--- src/rtl/pixel_shuffle_pkg.sv ---
// Shared constants, FSM encoding and frame-size helpers for the pixel shuffle stream.
package pixel_shuffle_pkg;

  localparam logic MODE_SHUFFLE   = 1'b0;
  localparam logic MODE_UNSHUFFLE = 1'b1;

  typedef enum logic [1:0] {
    IDLE  = 2'd0,
    FILL  = 2'd1,
    DRAIN = 2'd2
  } state_e;

  function automatic int frame_elems(input int c_out, input int r, input int h_in, input int w_in);
    return c_out * r * r * h_in * w_in;
  endfunction

  // A single-element frame still needs a one-bit address.
  function automatic int addr_width(input int n);
    return (n <= 1) ? 1 : $clog2(n);
  endfunction

endpackage

--- src/rtl/pixel_shuffle_addr_gen.sv ---
// Nested wrap-counter source-address generator for shuffle / unshuffle read order.
module pixel_shuffle_addr_gen
  import pixel_shuffle_pkg::*;
#(
  parameter int R     = 2,
  parameter int C_OUT = 1,
  parameter int H_IN  = 2,
  parameter int W_IN  = 2,
  parameter int AW    = 4
) (
  input  logic          clk,
  input  logic          rst_n,
  input  logic          mode_i,
  input  logic          clear_i,
  input  logic          step_i,
  output logic [AW-1:0] addr_o,
  output logic          last_o
);

  localparam int LV = 5;
  localparam int HW = H_IN * W_IN;
  localparam int RR = R * R;

  // Levels listed innermost first; shuffle walks c>h>i>w>j, unshuffle walks c>i>j>h>w.
  localparam int LIM_S [LV] = '{R, W_IN, R, H_IN, C_OUT};
  localparam int STR_S [LV] = '{HW, 1, R * HW, W_IN, RR * HW};
  localparam int LIM_U [LV] = '{W_IN, H_IN, R, R, C_OUT};
  localparam int STR_U [LV] = '{R, RR * W_IN, 1, W_IN * R, RR * HW};

  logic [AW-1:0] cnt_q  [LV];
  logic [AW-1:0] cnt_d  [LV];
  logic [AW-1:0] base_q [LV];
  logic [AW-1:0] base_d [LV];
  logic [AW-1:0] max_v  [LV];
  logic [AW-1:0] str_v  [LV];
  logic [LV-1:0] at_max;
  logic          carry_done;

  always_comb begin
    for (int k = 0; k < LV; k++) begin
      max_v[k]  = (mode_i == MODE_UNSHUFFLE) ? AW'(LIM_U[k] - 1) : AW'(LIM_S[k] - 1);
      str_v[k]  = (mode_i == MODE_UNSHUFFLE) ? AW'(STR_U[k]) : AW'(STR_S[k]);
      at_max[k] = (cnt_q[k] == max_v[k]);
    end
  end

  // base_q[k] holds the address contribution of level k and everything above it,
  // so an increment only needs one add and a copy into the wrapped inner levels.
  always_comb begin
    cnt_d      = cnt_q;
    base_d     = base_q;
    carry_done = 1'b0;
    if (clear_i) begin
      for (int k = 0; k < LV; k++) begin
        cnt_d[k]  = '0;
        base_d[k] = '0;
      end
    end else if (step_i) begin
      for (int k = 0; k < LV; k++) begin
        if (!carry_done && !at_max[k]) begin
          cnt_d[k]  = cnt_q[k] + AW'(1);
          base_d[k] = base_q[k] + str_v[k];
          for (int m = 0; m < k; m++) begin
            cnt_d[m]  = '0;
            base_d[m] = base_q[k] + str_v[k];
          end
          carry_done = 1'b1;
        end
      end
      if (!carry_done) begin
        for (int k = 0; k < LV; k++) begin
          cnt_d[k]  = '0;
          base_d[k] = '0;
        end
      end
    end
  end

  always_ff @(posedge clk or negedge rst_n) begin
    if (!rst_n) begin
      for (int k = 0; k < LV; k++) begin
        cnt_q[k]  <= '0;
        base_q[k] <= '0;
      end
    end else begin
      cnt_q  <= cnt_d;
      base_q <= base_d;
    end
  end

  assign addr_o = base_q[0];
  assign last_o = &at_max;

endmodule

--- src/rtl/pixel_shuffle_stream.sv ---
// Single-buffer streaming pixel shuffle: fill one frame, then drain it in
// depth-to-space or space-to-depth order chosen by the frame's first beat.
module pixel_shuffle_stream
  import pixel_shuffle_pkg::*;
#(
  parameter int DATA_W = 8,
  parameter int R      = 2,
  parameter int C_OUT  = 1,
  parameter int H_IN   = 2,
  parameter int W_IN   = 2
) (
  input  logic              clk,
  input  logic              rst_n,
  input  logic              mode,
  input  logic              in_valid,
  output logic              in_ready,
  input  logic [DATA_W-1:0] in_data,
  output logic              out_valid,
  input  logic              out_ready,
  output logic [DATA_W-1:0] out_data,
  output logic              out_last,
  output logic              frame_done
);

  localparam int            N         = frame_elems(C_OUT, R, H_IN, W_IN);
  localparam int            AW        = addr_width(N);
  localparam logic [AW-1:0] LAST_ADDR = AW'(N - 1);

  state_e            state_q;
  logic              mode_q;
  logic [AW-1:0]     wcnt_q;
  logic              in_ready_q;
  logic              out_valid_q;
  logic [DATA_W-1:0] out_data_q;
  logic              out_last_q;
  logic              frame_done_q;
  logic              issued_q;

  logic [DATA_W-1:0] mem_q [N];

  logic              in_hs;
  logic              out_hs;
  logic              advance;
  logic              issue;
  logic [AW-1:0]     wr_addr;
  logic [AW-1:0]     src_addr;
  logic              src_last;

  assign in_hs   = in_valid && in_ready_q;
  assign out_hs  = out_valid_q && out_ready;
  assign advance = !out_valid_q || out_ready;
  assign issue   = (state_q == DRAIN) && advance && !issued_q;
  assign wr_addr = (state_q == FILL) ? wcnt_q : '0;

  pixel_shuffle_addr_gen #(
    .R     (R),
    .C_OUT (C_OUT),
    .H_IN  (H_IN),
    .W_IN  (W_IN),
    .AW    (AW)
  ) u_addr_gen (
    .clk     (clk),
    .rst_n   (rst_n),
    .mode_i  (mode_q),
    .clear_i (state_q != DRAIN),
    .step_i  (issue),
    .addr_o  (src_addr),
    .last_o  (src_last)
  );

  // Frame buffer contents are deliberately left out of reset.
  always_ff @(posedge clk) begin
    if (in_hs) begin
      mem_q[wr_addr] <= in_data;
    end
  end

  always_ff @(posedge clk or negedge rst_n) begin
    if (!rst_n) begin
      state_q      <= IDLE;
      mode_q       <= MODE_SHUFFLE;
      wcnt_q       <= '0;
      in_ready_q   <= 1'b0;
      out_valid_q  <= 1'b0;
      out_data_q   <= '0;
      out_last_q   <= 1'b0;
      frame_done_q <= 1'b0;
      issued_q     <= 1'b0;
    end else begin
      frame_done_q <= 1'b0;
      case (state_q)
        IDLE: begin
          in_ready_q <= 1'b1;
          if (in_hs) begin
            mode_q <= mode;
            if (N == 1) begin
              state_q    <= DRAIN;
              in_ready_q <= 1'b0;
              wcnt_q     <= '0;
            end else begin
              state_q <= FILL;
              wcnt_q  <= AW'(1);
            end
          end
        end

        FILL: begin
          if (in_hs) begin
            if (wcnt_q == LAST_ADDR) begin
              state_q    <= DRAIN;
              in_ready_q <= 1'b0;
              wcnt_q     <= '0;
            end else begin
              wcnt_q <= wcnt_q + AW'(1);
            end
          end
        end

        DRAIN: begin
          // The registered RAM read doubles as the one-deep output stage.
          if (issue) begin
            out_data_q  <= mem_q[src_addr];
            out_last_q  <= src_last;
            out_valid_q <= 1'b1;
            issued_q    <= src_last;
          end else if (out_hs) begin
            out_valid_q <= 1'b0;
            out_last_q  <= 1'b0;
          end
          if (out_hs && out_last_q) begin
            state_q      <= IDLE;
            in_ready_q   <= 1'b1;
            frame_done_q <= 1'b1;
            issued_q     <= 1'b0;
          end
        end

        default: begin
          state_q    <= IDLE;
          in_ready_q <= 1'b0;
        end
      endcase
    end
  end

  assign in_ready   = in_ready_q;
  assign out_valid  = out_valid_q;
  assign out_data   = out_data_q;
  assign out_last   = out_last_q;
  assign frame_done = frame_done_q;

endmodule

--- config.mk ---
export PLATFORM = sky130hd
export DESIGN_NAME = pixel_shuffle_stream
export DESIGN_NICKNAME = d
export VERILOG_FILES = /design/src/rtl/pixel_shuffle_pkg.sv /design/src/rtl/pixel_shuffle_addr_gen.sv /design/src/rtl/pixel_shuffle_stream.sv
export SDC_FILE = /design/constraint.sdc
export NUM_CORES = 1
export LEC_CHECK = 0
export ABC_AREA = 1
export CAP_MARGIN = 20
export CORE_UTILIZATION = 37
export DETAILED_ROUTE_END_ITERATION = 7
export PLACE_DENSITY = 0.62
export SYNTH_ARGS = -nofsm -noshare
export SYNTH_HDL_FRONTEND = slang
export SYNTH_HIERARCHICAL = 1
export SYNTH_SLANG_ARGS = --single-unit
export TNS_END_PERCENT = 20
--- constraint.sdc ---
create_clock -name clk -period 2.5 [get_ports clk]
set_input_delay 0.5 -clock clk [delete_from_list [all_inputs] [get_ports clk]]
set_output_delay 0.5 -clock clk [all_outputs]
set_load 0.02 [all_outputs]
==> summary.txt <==
CTS
  • CTS Sinks: 184
  • Clock transition at the registers of the reported paths: 0.07 ns
  • Clock Tree Buf Depth: 2
  • Hold-fix buffer count after cts: 0
  • Worst-skew pair later-pin latency: 0.43 ns
  • CTS tree: built
  • Post_cts resized: 0
  • Htree depth: 4
  • Setup repair bufs after CTS: 0
  • CTS Buf Count: 17
  • Root buffer selected by CTS: clkbuf_16

Yosys
  • Yosys cell types: 37
  • Cell Area, Synth: 0.00882 mm²
  • Area leader, netlist: edfxtp_1
  • #FFs+latches synth: 184
  • Area contributors post-synth: edfxtp_1, dfrtp_1, nand2_1
  • Post-Syn Instances: 936
  • Mapped Nets: 968
  • Register area share after synthesis: 59.5%
  • Post-Syn Area per Cell: 9.42 µm²
  • Post-synth top area share: 43.6%
  • Yosys warns: 6

Run status
  • Status: complete, no violations

Timing
  • Min Tclk post-route: 2.20 ns
  • Setup Skew: 0.0112 ns
  • Final Worst Setup Slack: 0.300 ns
  • Worst slew margin: 51.2%
  • F_max: 0.455 GHz
  • Hold Fails Final Rpt: 0
  • Setup TNS: 0 ns
  • Hold slack: 0.0872 ns
  • Final setup fails: 0
  • Slew Viols, Final: 0
  • Final period utilization: 88.0%
  • Slew @ Worst Pin: 0.732 ns
  • Unrepaired setup endpoints after global routing: false

Global routing
  • Number of global-route vias before repair: 6015
  • Largest net degree at the start of global routing: 66
  • Grt total ovfl: 0
  • Gr usage total: 17.3%
  • Initial antenna violation count: 0
  • Global-route wire length before repair: 32100 µm

Die
  • # rows: 56
  • Die Width: 156 µm
  • Die span in y: 156 µm
  • Core area: 0.0234 mm²
  • Die ar.: 0.0245 mm²
  • Initial Util: 37.7%
  • Ports: 25

Route
  • Final WL: 19900 µm
  • DRC viols: 0
  • DR vias: 6241
  • DRT Pass-1 Iters: 5
  • Routed WL per cell: 15.2 µm
  • Final ANT Viol Nets: 0
  • Vias per cell: 4.76
  • Initial drt markers: 462

Cells and area
  • Final instance area: 0.0101 mm²
  • Layout net count: 1011
  • Non-filler cells, final: 1310
  • Share of cells above drive strength 1: 9.59%
  • Area grow syn2layout: 15.0%
  • N_diodes: 0
  • FILL cells: 2277

Worst setup path
  • Crit path launch type: flop
  • Endpoint class of the critical path: flop
  • CP Launch Point: mode_q
  • Crit-path max FO: 6
  • FF-to-FF Start: mode_q
  • CP Data Arrival Time: 2.52 ns
  • Critical path required time: 2.82 ns
  • Crit path kind: flop to flop

Power
  • Sw frac: 23.2%
  • Static Leak: 4.51 nW
  • Gate power share: 7.8%
  • Clock share of power: 42.5%
  • Sequential power share: 49.8%
  • P_sw: 0.00160 W
  • Pwr/cell area: 682 mW/mm²
  • Maximum vdd drop: 0.428 mV
  • Power Internal: 0.00531 W

Place
  • I/O Buffers: 24
  • Dpl hpwl: 13200 µm
  • GPL Wtd Cong: 0.884
  • Placed cells: 1279
  • Pre-CTS setup slack: 0.244 ns
  • DP Area: 0.00950 mm²

Hold path
  • Path category of the worst min-delay check: input pin to async pin

Flow run
  • Max_cap viols: 0
==> power groups by stage <==
stage / combinational [W] / sequential [W] / clock, W
detailed placement: 0.000542 / 0.00350 / 0
finish: 0.000537 / 0.00344 / 0.00294
CTS: 0.000544 / 0.00344 / 0.00298
global route: 0.000606 / 0.00345 / 0.00310
global placement: 0.000533 / 0.00350 / 0
floorplan: 0.000307 / 0.00349 / 0
==> worst max-delay path, stage by stage, from the launching register on <==
cell	delay, ns
dfrtp_1	0.48
inv_1	0.27
ha_1	0.19
inv_1	0.05
fa_1	0.38
xor2_1	0.22
nand4_1	0.19
nand2_1	0.11
nor2_1	0.06
nand3_1	0.09
nand2_1	0.05
==> cell families (layout without fill, tap and decap cells) <==
kind of cell,Yosys count,count (layout),synth area share [%]
simple gates,481,481,23.7
fa+ha+maj,19,19,2.87
flops,184,184,59.5
buf+inv,190,245,9.26
mux,1,1,0.128
xor+xnor,11,11,1.09
compound gates,50,50,3.43
==> state kept, by name (all words and copies together) (netlist names), 2 cells and up <==
name,flops
u_addr_gen/base_q,12
u_addr_gen/addr_o,4
wcnt_q,4
mem_q,128
u_addr_gen/cnt_q,20
state_q,2
out_data,8
==> cell type report <==
cell class / instances / area, µm² / area share (%)
clock buffer: 17 / 425 / 4.19
multi-input combinational: 562 / 2760 / 27.2
inverter: 158 / 593 / 5.85
tap: 319 / 399 / 3.94
sequential: 184 / 5250 / 51.7
timing repair buffer: 56 / 500 / 4.94
clock inverter: 14 / 219 / 2.16
==> cells in the final DEF (no fill, tap or decap), types with 6 or more instances in the layout <==
cell type        instances
ha_1                    17
edfxtp_1               128
nand2_1                273
a21oi_1                 10
dfrtp_1                 55
nand3_1                138
nor2_2                   6
o21ai_0                 22
xor2_1                   8
nor2_1                  45
inv_2                    6
clkdlybuf4s50_1         23
inv_1                  152
buf_4                   30
clkbuf_16               17
==> worst paths after layout <==
check	endpoint	slack, ns	cells after the start
setup / recovery	u_addr_gen/addr_o[3]	0.30	10
hold reg to reg	in_ready	0.48	1
setup reg to reg	u_addr_gen/addr_o[3]	0.30	10
max in group asynchronous	u_addr_gen/addr_o[0]	1.80	2
min in group clk	in_ready	0.48	1
hold / removal	out_data[0]	0.09	1
==> per-stage QoR <==
stage | power, W | util, %
6_report | 0.00692 | 43.3
5_1_grt | 0.00716 | 43.3
4_1_cts | 0.00697 | 43.3
3_5_place_dp | 0.00405 | 40.6
3_3_place_gp | 0.00404 | 40.6
2_1_floorplan | 0.00379 | -
==> metal layers <==
metal | global-route usage [%] | wire (µm) | vias to the layer above | part of all wire, %
met1 | 23.2 | 9230 | 2973 | 46
met5 | 0 | 0 | - | 0
met3 | 2.94 | 799 | 31 | 4.0
met2 | 27.9 | 9380 | 145 | 47
met4 | 6.91 | 477 | 0 | 2.4
li1 | - | - | 3092 | -
==> cells in the mapped netlist (all sizes together) <==
library cell,number
xor2,8
nor2,54
o211ai,1
a21oi,10
edfxtp,128
o31ai,1
o21ai,30
a31oi,1
inv,158
a22o,1
nand2,280
nand4,6
xnor2,3
nand3,140
dfrtp,56
ha,17
mux2,1
o22ai,5
a22oi,1
clkbuf,3
fa,2
nor3,1
buf,29
No activity file was read; power rests on OpenSTA's default activity.
